## config.mk

```make
export PLATFORM = sky130hd
export DESIGN_NAME = led_pattern_seq_flat
export DESIGN_NICKNAME = d
export VERILOG_FILES = /design/src/rtl/led_pattern_seq_if.sv /design/src/rtl/led_pattern_seq.sv /design/src/flat_wrapper.sv
export SDC_FILE = /design/constraint.sdc
export NUM_CORES = 1
export LEC_CHECK = 0
export CAP_MARGIN = 10
export CORE_MARGIN = 2
export CORE_UTILIZATION = 60
export CTS_CLUSTER_DIAMETER = 80
export DETAILED_ROUTE_END_ITERATION = 7
export PLACE_DENSITY = 0.89
export SLEW_MARGIN = 30
export SYNTH_ARGS = -nofsm -noshare
export SYNTH_HDL_FRONTEND = slang
export SYNTH_SLANG_ARGS = --single-unit
```

## constraint.sdc

```tcl
create_clock -name CLK -period 6.32 [get_ports CLK]
set_input_delay 1.58 -clock CLK [delete_from_list [all_inputs] [get_ports CLK]]
set_output_delay 1.58 -clock CLK [all_outputs]
set_load 0.005 [all_outputs]
```

## src/rtl/led_pattern_seq_if.sv

```systemverilog
// Host-side signal bundle for the LED pattern sequencer: playback control,
// table write port and display/status outputs.
interface led_pattern_seq_if #(
  parameter int DIV_W = 16
);
  logic             start;
  logic             stop;
  logic             bounce;
  logic [4:0]       len;
  logic [DIV_W-1:0] div;
  logic             wr_en;
  logic [4:0]       wr_addr;
  logic [7:0]       wr_data;
  logic [7:0]       leds;
  logic             busy;
  logic             wrap;
  logic             wr_ack;

  modport master (
    output start, stop, bounce, len, div, wr_en, wr_addr, wr_data,
    input  leds, busy, wrap, wr_ack
  );

  modport slave (
    input  start, stop, bounce, len, div, wr_en, wr_addr, wr_data,
    output leds, busy, wrap, wr_ack
  );
endinterface

```

## src/rtl/led_pattern_seq.sv

```systemverilog
// Plays a 32x8 pattern table onto the LEDs at a programmable dwell, forward or
// ping-pong; host writes land in the table every cycle and win over fetches.
//
// state | meaning
// IDLE  | leds hold last value, waiting for start without stop
// RUN   | counting dwell, stepping through table[0..len]
module led_pattern_seq #(
  parameter int DIV_W    = 16,
  parameter bit FIB_INIT = 1'b1
) (
  input logic              CLK,
  input logic              RST,
  led_pattern_seq_if.slave bus
);

  typedef enum logic {IDLE, RUN} state_t;

  state_t           state, state_next;
  logic [7:0]       pat_mem [32];
  logic [4:0]       idx, idx_next;
  logic             dir_down, dir_down_next;
  logic [DIV_W-1:0] cnt, cnt_next;
  logic [4:0]       len_q;
  logic [DIV_W-1:0] div_q;
  logic             bounce_q;
  logic [7:0]       leds_q, leds_next;
  logic             wrap_q, wrap_next;
  logic             ack_q;
  logic             latch;
  logic             fetch;
  logic [4:0]       fetch_idx;

  function automatic logic [7:0] init_val(input int i);
    logic [7:0] a, b, t;
    a = 8'd0;
    b = 8'd1;
    for (int k = 0; k < 13; k++) begin
      if (k < i) begin
        t = a + b;
        a = b;
        b = t;
      end
    end
    if (!FIB_INIT || i > 13) return 8'd0;
    return a;
  endfunction

  always_comb begin
    state_next    = state;
    idx_next      = idx;
    dir_down_next = dir_down;
    cnt_next      = cnt;
    wrap_next     = 1'b0;
    latch         = 1'b0;
    fetch         = 1'b0;
    fetch_idx     = idx;
    leds_next     = leds_q;

    case (state)
      IDLE: begin
        if (bus.start && !bus.stop) begin
          state_next    = RUN;
          latch         = 1'b1;
          idx_next      = 5'd0;
          dir_down_next = 1'b0;
          cnt_next      = bus.div;
          fetch         = 1'b1;
        end
      end
      RUN: begin
        if (bus.stop) begin
          state_next = IDLE;
        end else if (cnt != '0) begin
          cnt_next = cnt - DIV_W'(1);
        end else begin
          cnt_next = div_q;
          fetch    = 1'b1;
          if (!bounce_q || len_q == 5'd0) begin
            if (idx == len_q) begin
              idx_next  = 5'd0;
              wrap_next = 1'b1;
            end else begin
              idx_next = idx + 5'd1;
            end
          end else if (!dir_down) begin
            if (idx == len_q) begin
              idx_next      = len_q - 5'd1;
              dir_down_next = 1'b1;
            end else begin
              idx_next = idx + 5'd1;
            end
          end else begin
            idx_next = idx - 5'd1;
          end
          // Reaching index 0 in bounce mode always turns the direction back up.
          if (bounce_q && len_q != 5'd0 && idx_next == 5'd0) begin
            wrap_next     = 1'b1;
            dir_down_next = 1'b0;
          end
        end
      end
      default: state_next = IDLE;
    endcase

    fetch_idx = idx_next;
    if (fetch) begin
      if (bus.wr_en && bus.wr_addr == fetch_idx) leds_next = bus.wr_data;
      else                                       leds_next = pat_mem[fetch_idx];
    end
  end

  always_ff @(posedge CLK) begin
    if (RST) begin
      state    <= IDLE;
      idx      <= 5'd0;
      dir_down <= 1'b0;
      cnt      <= '0;
      len_q    <= 5'd0;
      div_q    <= '0;
      bounce_q <= 1'b0;
      leds_q   <= 8'd0;
      wrap_q   <= 1'b0;
      ack_q    <= 1'b0;
    end else begin
      state    <= state_next;
      idx      <= idx_next;
      dir_down <= dir_down_next;
      cnt      <= cnt_next;
      leds_q   <= leds_next;
      wrap_q   <= wrap_next;
      ack_q    <= bus.wr_en;
      if (latch) begin
        len_q    <= bus.len;
        div_q    <= bus.div;
        bounce_q <= bus.bounce;
      end
    end
  end

  // Reset reload takes priority over a same-cycle host write.
  always_ff @(posedge CLK) begin
    if (RST) begin
      for (int i = 0; i < 32; i++) pat_mem[i] <= init_val(i);
    end else if (bus.wr_en) begin
      pat_mem[bus.wr_addr] <= bus.wr_data;
    end
  end

  assign bus.leds   = leds_q;
  assign bus.busy   = (state == RUN);
  assign bus.wrap   = wrap_q;
  assign bus.wr_ack = ack_q;

endmodule

```

## src/flat_wrapper.sv

```systemverilog
// flat-port wrapper written by rule: the top's interface ports become plain ports
module led_pattern_seq_flat 
#(
  parameter int DIV_W    = 16,
  parameter bit FIB_INIT = 1'b1
)
  (CLK, RST, bus_start, bus_stop, bus_bounce, bus_len, bus_div, bus_wr_en, bus_wr_addr, bus_wr_data, bus_leds, bus_busy, bus_wrap, bus_wr_ack);
  led_pattern_seq_if #(.DIV_W(DIV_W)) bus_i ();
  input logic CLK;
  input logic RST;
  input wire logic [$bits(bus_i.start)-1:0] bus_start;
  input wire logic [$bits(bus_i.stop)-1:0] bus_stop;
  input wire logic [$bits(bus_i.bounce)-1:0] bus_bounce;
  input wire logic [$bits(bus_i.len)-1:0] bus_len;
  input wire logic [$bits(bus_i.div)-1:0] bus_div;
  input wire logic [$bits(bus_i.wr_en)-1:0] bus_wr_en;
  input wire logic [$bits(bus_i.wr_addr)-1:0] bus_wr_addr;
  input wire logic [$bits(bus_i.wr_data)-1:0] bus_wr_data;
  output wire logic [$bits(bus_i.leds)-1:0] bus_leds;
  output wire logic [$bits(bus_i.busy)-1:0] bus_busy;
  output wire logic [$bits(bus_i.wrap)-1:0] bus_wrap;
  output wire logic [$bits(bus_i.wr_ack)-1:0] bus_wr_ack;
  assign bus_i.start = bus_start;
  assign bus_i.stop = bus_stop;
  assign bus_i.bounce = bus_bounce;
  assign bus_i.len = bus_len;
  assign bus_i.div = bus_div;
  assign bus_i.wr_en = bus_wr_en;
  assign bus_i.wr_addr = bus_wr_addr;
  assign bus_i.wr_data = bus_wr_data;
  assign bus_leds = bus_i.leds;
  assign bus_busy = bus_i.busy;
  assign bus_wrap = bus_i.wrap;
  assign bus_wr_ack = bus_i.wr_ack;
  led_pattern_seq #(.DIV_W(DIV_W), .FIB_INIT(FIB_INIT)) u_core (.CLK(CLK), .RST(RST), .bus(bus_i));
endmodule
```

==> run_results.csv, run 1 <==
group,metric,value,unit
setup_path,slowest_stage,"clkdlybuf4s50_1",
global_route,grt_pass1_vias,12600,
placement,place_ws,0.809,ns
setup_path,max_stage_delay,0.62,ns
placement,gp_congestion,0.976,
run_status,violations,"design-rule violations",
layout,drive_above_1_share,8.58,%
global_route,grt_overflow_total,0,
setup_path,cp.required,6.75,ns
setup_path,worst-endpoint-arrival,5.67,ns
placement,hpwl,29.4,mm
clock_tree,clock-root-buffer,"clkbuf_16",
sta,maxSlewViolCount,0,
layout,mostFrequentLayoutCell,"edfxtp_1",
detailed_routing,avgRoutedWirePerCell,23.3,µm
sta,finalHoldViolations,0,
detailed_routing,wl,45.6,mm
layout,layout_common_cells,"edfxtp_1, and2_1, nand2_1",
clock_tree,cts.clk_slew.worst_paths,0.06,ns
floorplan,die_h,168,µm
detailed_routing,viasPerCell,6.76,
detailed_routing,ant_nets,0,
layout,utilization,67.1,%
placement,port_buffers,50,
clock_tree,clockBufferDepth,3,
setup_path,end_kind,"flip-flop",
power_and_ir_drop,p_sw,1120,µW
power_and_ir_drop,ir_drop,0.221,mV
logic_synthesis,ys_ff_latch,311,
setup_path,cp-start-kind,"input port",
global_route,grt_first_pass_wirelength,71.0,mm
clock_tree,cts_resized,0,
power_and_ir_drop,clkPwrFrac,40.2,%
floorplan,pin_count,51,
setup_path,crit_chain,"clkdlybuf4s50_1 > nand2b_1 > or3_1 > a2111o_1 > o21ai_4 > buf_4 > nor2_2 > buf_4 > a22oi_1 > o211ai_1 > a41oi_1 > nor3_1",
setup_path,regToRegStartpoint,"u_core.len_q[0]",
global_route,track_usage,32.0,%
power_and_ir_drop,p_per_area,260,mW/mm²
logic_synthesis,synth-edff-count,256,
sta,relSlewSlack,32.8,%
layout,nFillCells,1934,
sta,fin_skew,0.0346,ns
logic_synthesis,synthDistinctLibCells,66,
logic_synthesis,seq_area_frac_synth,54.3,%
logic_synthesis,syn_avg_cell_area,10.1,µm²
logic_synthesis,synth_area,0.0162,mm²
sta,whs,0.452,ns
clock_tree,cts_made_buffers,31,
setup_path,crit_family,"compound AO/OA/AOI/OAI gates",
setup_path,startpoint,"bus_stop",
detailed_routing,drt_iter0_drc,2247,
detailed_routing,drcViolationCount,5,
clock_tree,cts.sinks,311,
clock_tree,ctsHtreeMaxLevel,1,
layout,nNetsFinal,1639,
floorplan,die_w,168,µm
sta,rsz0062_at_grt,"no",
run,maxCapViolCount,0,
worst_hold_path,hold_class,"reg -> reg",
power_and_ir_drop,power.leakage,0.00629,µW
sta,layout_setup_ws,1.08,ns
sta,fmax,191,MHz
floorplan,die-area,0.0283,mm²
detailed_routing,first_pass_iters,8,
power_and_ir_drop,pwr-share-comb,8.3,%
layout,areaGrowthSynthToFinish,10.7,%
layout,num_antenna_cells,0,
power_and_ir_drop,p_int,3550,µW
logic_synthesis,syn_nets,1652,
clock_tree,clk_latency,0.57,ns
sta,post-route-min-period,5.24,ns
sta,tns,0,ns
floorplan,start_util,60.6,%
sta,tightestPinTransition,1.01,ns
run_status,status,"finished with violations",
worst_hold_path,hp-start,"u_core.div_q[5]",
floorplan,core_area,0.0267,mm²
clock_tree,ctsHoldBuffers,0,
sta,period_share,83.0,%
power_and_ir_drop,switching_share,23.9,%
clock_tree,cts_tree,"done",
setup_path,path_class,"in -> reg",
floorplan,rows,60,
global_route,grt_start_max_net_pins,54,
sta,final-setup-viol-count,0,
setup_path,cpMostUsedCell,"buf_4",
power_and_ir_drop,power_frac_seq,51.5,%
clock_tree,post_cts_buffers,0,
setup_path,cp_max_fo,28,
detailed_routing,vias,13300,
logic_synthesis,netlist_instances,1608,
power_and_ir_drop,finalPower,4670,µW
global_route,antenna_found_initial,1,
logic_synthesis,async_reset_ff_share,0,%
setup_path,path_buf_inv,3,
logic_synthesis,ys.flop_type,"edfxtp_1",
logic_synthesis,yosysWarnings,0,
cell families (layout without fill, tap and decap cells):
family / Yosys count / in the layout / synth area share (%)
DFF: 311 / 311 / 54.3
AOI/OAI and AO/OA: 372 / 372 / 15.3
buffers and inverters: 142 / 154 / 3.54
and+or+nand+nor: 711 / 711 / 22.6
adders and majority gates: 4 / 4 / 0.309
xor gates and xnor gates: 25 / 25 / 1.35
muxes: 43 / 43 / 2.66
power by group through the flow:
stage	clock (µW)	combinational (µW)	sequential [µW]
after floorplan	0	251	2410
after global placement	0	362	2440
after detailed placement	0	375	2440
after CTS	1870	379	2400
after global routing	1960	417	2410
final	1880	388	2410
worst register-to-register path, cell delays in order, from the launching register on:
cell and delay [ns]:
dfxtp_1 0.48, inv_1 0.08, ha_1 0.22, or4b_2 0.28, nand2_1 0.17, or4_1 0.55, o21ai_4 0.47, buf_4 0.59
o21ai_1 0.31, nor2_1 0.62, o211ai_1 0.23, a41oi_1 0.58, nor3_1 0.13
through the flow:
stage               area, µm²  cells
finish                  17900   1961
global route            17900   1961
CTS                     17900   1961
detailed placement      16900   1903
global placement        16900   1903
floorplan               16200   1608
per-layer routing:
metal	vias up	share of wire (%)	GRT usage, %
met2	1049	45	50.9
li1	5814	-	-
met5	-	0	0
met1	6189	37	42.7
met3	208	13	7.19
met4	0	4.9	13.5
Yosys cell counts, drive strengths merged, types with 2 or more instances:
| cell | number | share of area, % |
|---|---|---|
| o2111ai | 2 | 0.11 |
| a22oi | 36 | 1.7 |
| a41oi | 8 | 0.43 |
| and3 | 2 | 0.11 |
| o22a | 8 | 0.43 |
| o211ai | 42 | 1.9 |
| edfxtp | 256 | 47 |
| nand3 | 18 | 0.59 |
| inv | 11 | 0.25 |
| nand3b | 2 | 0.12 |
| or2 | 35 | 1.4 |
| dfxtp | 55 | 6.8 |
| a21o | 2 | 0.093 |
| o31ai | 33 | 1.5 |
| xnor2 | 18 | 0.97 |
| a2111oi | 3 | 0.16 |
| a211oi | 12 | 0.56 |
| ha | 4 | 0.31 |
| nor4 | 13 | 0.50 |
| nor2 | 120 | 2.8 |
| a31oi | 57 | 2.2 |
| nand2b | 13 | 0.50 |
| xor2 | 7 | 0.38 |
| mux2i | 43 | 2.7 |
| o21ai | 55 | 1.8 |
| nand2 | 189 | 4.4 |
| a21oi | 69 | 2.1 |
| or3 | 39 | 1.5 |
| and2 | 229 | 8.8 |
| nor3 | 38 | 1.2 |
| or4 | 6 | 0.30 |
| o32ai | 8 | 0.43 |
| o22ai | 24 | 0.93 |
| clkbuf | 101 | 2.3 |
| a2111o | 3 | 0.21 |
| buf | 30 | 0.93 |
| nand4 | 2 | 0.077 |
area by class of cell:
type / count / area (µm²) / area share [%]
sequential: 311 / 8790 / 49.0
multi-input combinational: 1155 / 6870 / 38.3
clock buffer: 44 / 875 / 4.88
timing repair buffer: 85 / 771 / 4.30
tap: 341 / 427 / 2.38
clock inverter: 14 / 159 / 0.886
inverter: 11 / 41.3 / 0.230
flip-flops by register name (all words and copies together), names as in the netlist:
register,count
u_core.pat_mem,256
u_core.dir_down,1
u_core.len_q,5
u_core.div_q,16
u_core.idx,5
u_core.bus.wr_ack,1
u_core.bus.leds,8
u_core.bus.busy,1
u_core.bus.wrap,1
u_core.cnt,16
u_core.bounce_q,1
final timing paths:
| check | cells past startpoint | slack [ns] | endpoint |
|---|---|---|---|
| worst max register to register | 12 | 1.47 | u_core.bus.leds[2] |
| worst min register to register | 2 | 0.45 | u_core.div_q[5] |
| worst min-delay path | 2 | 0.45 | u_core.div_q[5] |
| worst max-delay path | 12 | 1.08 | u_core.bus.leds[2] |
Note: power is estimated with default switching activity, not from simulation.
==> run 2: changes to the inputs <==
==> constraint.sdc (replaced) <==
create_clock -name CLK -period 4.9 [get_ports CLK]
set_input_delay 1.225 -clock CLK [delete_from_list [all_inputs] [get_ports CLK]]
set_output_delay 1.225 -clock CLK [all_outputs]
set_load 0.005 [all_outputs]
==> run 2 against run 1 <==
Net effect: the run now ends clean; die area stayed put; clock skew is 0.012 ns lower; cell area is 1.3% higher; utilization is 0.90 points higher; sequential share of layout area is 0.65 points lower; wire length is 1.1% higher; via count is 0.13% lower; sequential cell count stayed put; largest cell class unchanged; largest power group unchanged.
==> run_results.csv, run 2 (synthesis gave the netlist of run 1 again) <==
group,metric,value,unit
floorplan,die-area,0.0283,mm²
floorplan,core_area,0.0267,mm²
sta,fmax,228,MHz
placement,place_ws,0.240,ns
sta,final-setup-viol-count,0,
setup_path,end_kind,"flip-flop",
layout,largest_reg_flops,256,
clock_tree,cts_resized,0,
sta,tns,0,ns
layout,top_regs,"u_core.pat_mem (256), u_core.cnt (16), u_core.div_q (16)",
detailed_routing,ant_nets,0,
detailed_routing,avgRoutedWirePerCell,23.4,µm
clock_tree,clk_latency,0.53,ns
layout,layout_common_cells,"edfxtp_1, and2_1, nand2_1",
setup_path,slowest_stage,"nor2_1",
detailed_routing,wl,46.1,mm
floorplan,start_util,60.6,%
detailed_routing,first_pass_iters,7,
clock_tree,clock-root-buffer,"clkbuf_16",
floorplan,die_w,168,µm
clock_tree,cts_made_buffers,34,
floorplan,rows,60,
setup_path,path_buf_inv,2,
run_status,status,"completed",
setup_path,cp-start-kind,"flip-flop",
setup_path,cp_max_fo,43,
global_route,grt_start_max_net_pins,87,
clock_tree,clockBufferDepth,3,
detailed_routing,drcViolationCount,0,
setup_path,crit_family,"simple AND/OR/NAND/NOR gates",
clock_tree,cts_tree,"done",
power_and_ir_drop,ir_drop,0.309,mV
sta,maxSlewViolCount,0,
floorplan,die_h,168,µm
clock_tree,ctsHoldBuffers,0,
detailed_routing,viasPerCell,6.71,
clock_tree,cts.clk_slew.worst_paths,0.06,ns
global_route,track_usage,32.5,%
setup_path,cp.required,5.29,ns
layout,nNetsFinal,1652,
sta,finalHoldViolations,0,
clock_tree,post_cts_buffers,0,
sta,whs,0.456,ns
sta,tightestPinTransition,0.891,ns
power_and_ir_drop,finalPower,6260,µW
setup_path,path_class,"reg -> reg",
floorplan,pin_count,51,
global_route,grt_pass1_vias,12500,
setup_path,worst-endpoint-arrival,4.79,ns
sta,fin_skew,0.0225,ns
global_route,grt_first_pass_wirelength,71.2,mm
power_and_ir_drop,power.leakage,0.00642,µW
sta,layout_setup_ws,0.505,ns
setup_path,crit_chain,"inv_1 > ha_1 > or4b_2 > nand2_1 > or4_1 > o21ai_4 > buf_4 > o21ai_1 > nor2_1 > o211ai_1 > a41oi_1 > nor3_1",
sta,relSlewSlack,40.4,%
layout,nFillCells,1891,
layout,drive_above_1_share,9.31,%
layout,areaGrowthSynthToFinish,12.2,%
power_and_ir_drop,p_per_area,344,mW/mm²
placement,port_buffers,50,
layout,regMostFlops,"u_core.pat_mem",
sta,post-route-min-period,4.39,ns
worst_hold_path,hold_class,"reg -> reg",
setup_path,max_stage_delay,0.66,ns
placement,gp_congestion,0.955,
clock_tree,cts.sinks,311,
placement,hpwl,29.5,mm
detailed_routing,vias,13200,
sta,rsz0062_at_grt,"no",
sta,period_share,89.7,%
global_route,grt_overflow_total,0,
global_route,antenna_found_initial,1,
clock_tree,ctsHtreeMaxLevel,2,
layout,mostFrequentLayoutCell,"edfxtp_1",
detailed_routing,drt_iter0_drc,2138,
run,maxCapViolCount,0,
==> run 2: cell count changes in the layout (fill, tap and decap cells not counted), moves of 2 or more <==
cell	before	now
clkbuf_16	31	36
clkbuf_8	5	3
clkinv_1	1	3
buf_4	34	39
buf_12	1	5
clkinvlp_4	2	0
==> run 2: layout make-up <==
class                      instances  area, µm²  area share [%]
sequential                       311       8790            48.4
clock buffer                      47        972            5.35
antenna                            1       2.50          0.0138
inverter                          11       41.3           0.227
multi-input combinational       1155       6870            37.8
clock inverter                    14        174           0.957
timing repair buffer              95        895            4.92
tap                              341        427            2.35
==> run 2: path summary, 6_finish.rpt <==
check | startpoint | end | slack [ns] | cells after the start
max | u_core.len_q[0] | u_core.bus.leds[6] | 0.51 | 12
max reg2reg | u_core.len_q[0] | u_core.bus.leds[6] | 0.51 | 12
min | u_core.div_q[2] | u_core.div_q[2] | 0.46 | 2
min reg2reg | u_core.div_q[2] | u_core.div_q[2] | 0.46 | 2
==> run 2: through the flow <==
stage | cell area [µm²] | util (%) | instances
2_1_floorplan | 16200 | - | 1608
3_3_place_gp | 17000 | 63.7 | 1913
3_5_place_dp | 17000 | 63.7 | 1913
4_1_cts | 18200 | 68.0 | 1974
5_1_grt | 18200 | 68.0 | 1974
6_report | 18200 | 68.0 | 1975
==> run 2: layer usage <==
layer  track usage, %  part of all wire (%)
met3             7.19                    13
met4             14.0                   5.0
met2             51.2                    45
met5                0                     0
met1             43.7                    37
==> run 2: worst reg2reg max path, stage by stage (launching register included) <==
cell and delay, ns:
dfxtp_1 0.48, inv_1 0.08, ha_1 0.23, or4b_2 0.28, nand2_1 0.17, or4_1 0.57, o21ai_4 0.19, buf_4 0.44
o21ai_1 0.28, nor2_1 0.66, o211ai_1 0.34, a41oi_1 0.46, nor3_1 0.10
==> run 2: power by group <==
group          leakage (µW)  internal [µW]  switching [µW]
logic               0.00295            183             320
clock network      0.000564           1600            1050
registers           0.00290           3000             101
total               0.00642           4790            1470
==> run 3: changes to the inputs <==
--- a/config.mk
+++ b/config.mk
@@ -10,7 +10,7 @@
 export CORE_UTILIZATION = 60
 export CTS_CLUSTER_DIAMETER = 80
 export DETAILED_ROUTE_END_ITERATION = 7
-export PLACE_DENSITY = 0.89
+export PLACE_DENSITY = 0.78
 export SLEW_MARGIN = 30
 export SYNTH_ARGS = -nofsm -noshare
 export SYNTH_HDL_FRONTEND = slang
==> run 3 against run 2 <==
Net effect: critical path depth shrank 1; wire length rose by 0.19%; die area unchanged; clock skew rose by 0.0053 ns; clock power shrank 5%; register-to-register slack improved by 0.22 ns; hold slack better by 0.0020 ns; maximum frequency grew 4.9%; critical path type is now in -> reg; largest cell class unchanged.
==> run_results.csv, run 3 (synthesis gave the netlist of run 1 again) <==
group,metric,value,unit
layout,nFillCells,1974,
layout,mostFrequentLayoutCell,"edfxtp_1",
global_route,grt_pass1_vias,12700,
sta,period_share,85.5,%
layout,layout_common_cells,"edfxtp_1, and2_1, nand2_1",
power_and_ir_drop,finalPower,6110,µW
setup_path,path_class,"in -> reg",
global_route,grt_overflow_total,0,
power_and_ir_drop,ir_drop,0.308,mV
global_route,grt_start_max_net_pins,75,
layout,regArea,0.00879,mm²
sta,post-route-min-period,4.19,ns
clock_tree,cts_tree,"done",
run_status,status,"completed",
floorplan,start_util,60.6,%
worst_hold_path,hold_class,"reg -> reg",
clock_tree,ctsHoldBuffers,0,
layout,nNetsFinal,1662,
setup_path,cp.required,5.30,ns
sta,maxSlewViolCount,0,
clock_tree,cts_made_buffers,34,
detailed_routing,avgRoutedWirePerCell,23.3,µm
clock_tree,post_cts_buffers,0,
sta,finalHoldViolations,0,
sta,final-setup-viol-count,0,
clock_tree,cts_resized,0,
layout,largest_reg_flops,256,
placement,port_buffers,50,
setup_path,crit_chain,"clkdlybuf4s50_1 > buf_4 > or3b_2 > buf_4 > nand2_1 > nand2_1 > o21ai_1 > and2_0 > o211ai_1 > a41oi_1 > nor3_1",
power_and_ir_drop,power.leakage,0.00642,µW
floorplan,rows,60,
detailed_routing,first_pass_iters,6,
global_route,grt_first_pass_wirelength,71.6,mm
layout,drive_above_1_share,9.93,%
layout,areaGrowthSynthToFinish,12.1,%
setup_path,max_stage_delay,0.62,ns
layout,top_regs,"u_core.pat_mem (256), u_core.cnt (16), u_core.div_q (16)",
sta,tightestPinTransition,1.05,ns
clock_tree,clockBufferDepth,3,
clock_tree,clock-root-buffer,"clkbuf_16",
setup_path,slowest_stage,"and2_0",
global_route,antenna_found_initial,0,
power_and_ir_drop,p_per_area,337,mW/mm²
floorplan,pin_count,51,
detailed_routing,drcViolationCount,0,
sta,fin_skew,0.0278,ns
layout,num_antenna_cells,0,
floorplan,die-area,0.0283,mm²
placement,gp_congestion,0.911,
sta,fmax,239,MHz
setup_path,end_kind,"flip-flop",
sta,rsz0062_at_grt,"no",
clock_tree,clk_latency,0.53,ns
clock_tree,ctsHtreeMaxLevel,2,
clock_tree,cts.sinks,311,
detailed_routing,wl,46.2,mm
floorplan,die_h,168,µm
setup_path,cp-start-kind,"input port",
detailed_routing,viasPerCell,6.63,
global_route,track_usage,32.7,%
detailed_routing,vias,13100,
floorplan,die_w,168,µm
detailed_routing,ant_nets,0,
floorplan,core_area,0.0267,mm²
placement,hpwl,29.4,mm
sta,relSlewSlack,29.9,%
setup_path,cp_max_fo,24,
layout,multi_input_area,0.00688,mm²
setup_path,worst-endpoint-arrival,4.59,ns
run,maxCapViolCount,0,
detailed_routing,drt_iter0_drc,1953,
sta,tns,0,ns
layout,regMostFlops,"u_core.pat_mem",
clock_tree,cts.clk_slew.worst_paths,0.07,ns
[run 3: critical path, delay by kind of cell]
kind,cells,cell delay (ns)
simple gates,5,1.41
compound gates,3,1.06
buf+inv,3,0.87
[run 3: worst paths after layout]
check / from / to / slack, ns / cells after the start
worst max-delay path: bus_stop / u_core.bus.leds[0] / 0.71 / 11
worst min-delay path: u_core.div_q[13] / u_core.div_q[13] / 0.46 / 2
worst max register to register: u_core.cnt[11] / u_core.bus.leds[0] / 0.73 / 9
worst min register to register: u_core.div_q[13] / u_core.div_q[13] / 0.46 / 2
[run 3: per-stage QoR]
stage	std cells	hold slack (ns)	utilization [%]	area, µm²	setup slack, ns
global placement	1923	0.442	63.9	17100	0.279
CTS	1983	0.455	67.9	18200	0.829
global route	1983	0.476	67.9	18200	0.630
finish	1983	0.458	67.9	18200	0.711
detailed placement	1923	0.448	63.9	17100	0.333
floorplan	1608	0.433	-	16200	1.10
[run 3: cell type report]
type	instances	area share [%]
tap	341	2.35
inverter	11	0.227
sequential	311	48.4
clock inverter	20	1.03
timing repair buffer	105	5.16
multi-input combinational	1155	37.9
clock buffer	40	4.93
[run 3: layer usage]
metal | GRT usage (%) | wire (µm) | vias to the layer above
met5 | 0.870 | 0 | -
met4 | 11.7 | 1590 | 0
met3 | 5.69 | 4980 | 123
met2 | 53.0 | 21600 | 809
met1 | 44.7 | 18000 | 6339
li1 | - | - | 5871
[run 3: where the power goes]
part	internal (µW)	switching, µW
Sequential	3000	97.0
Combinational	183	320
Clock	1430	1080
Total	4610	1500
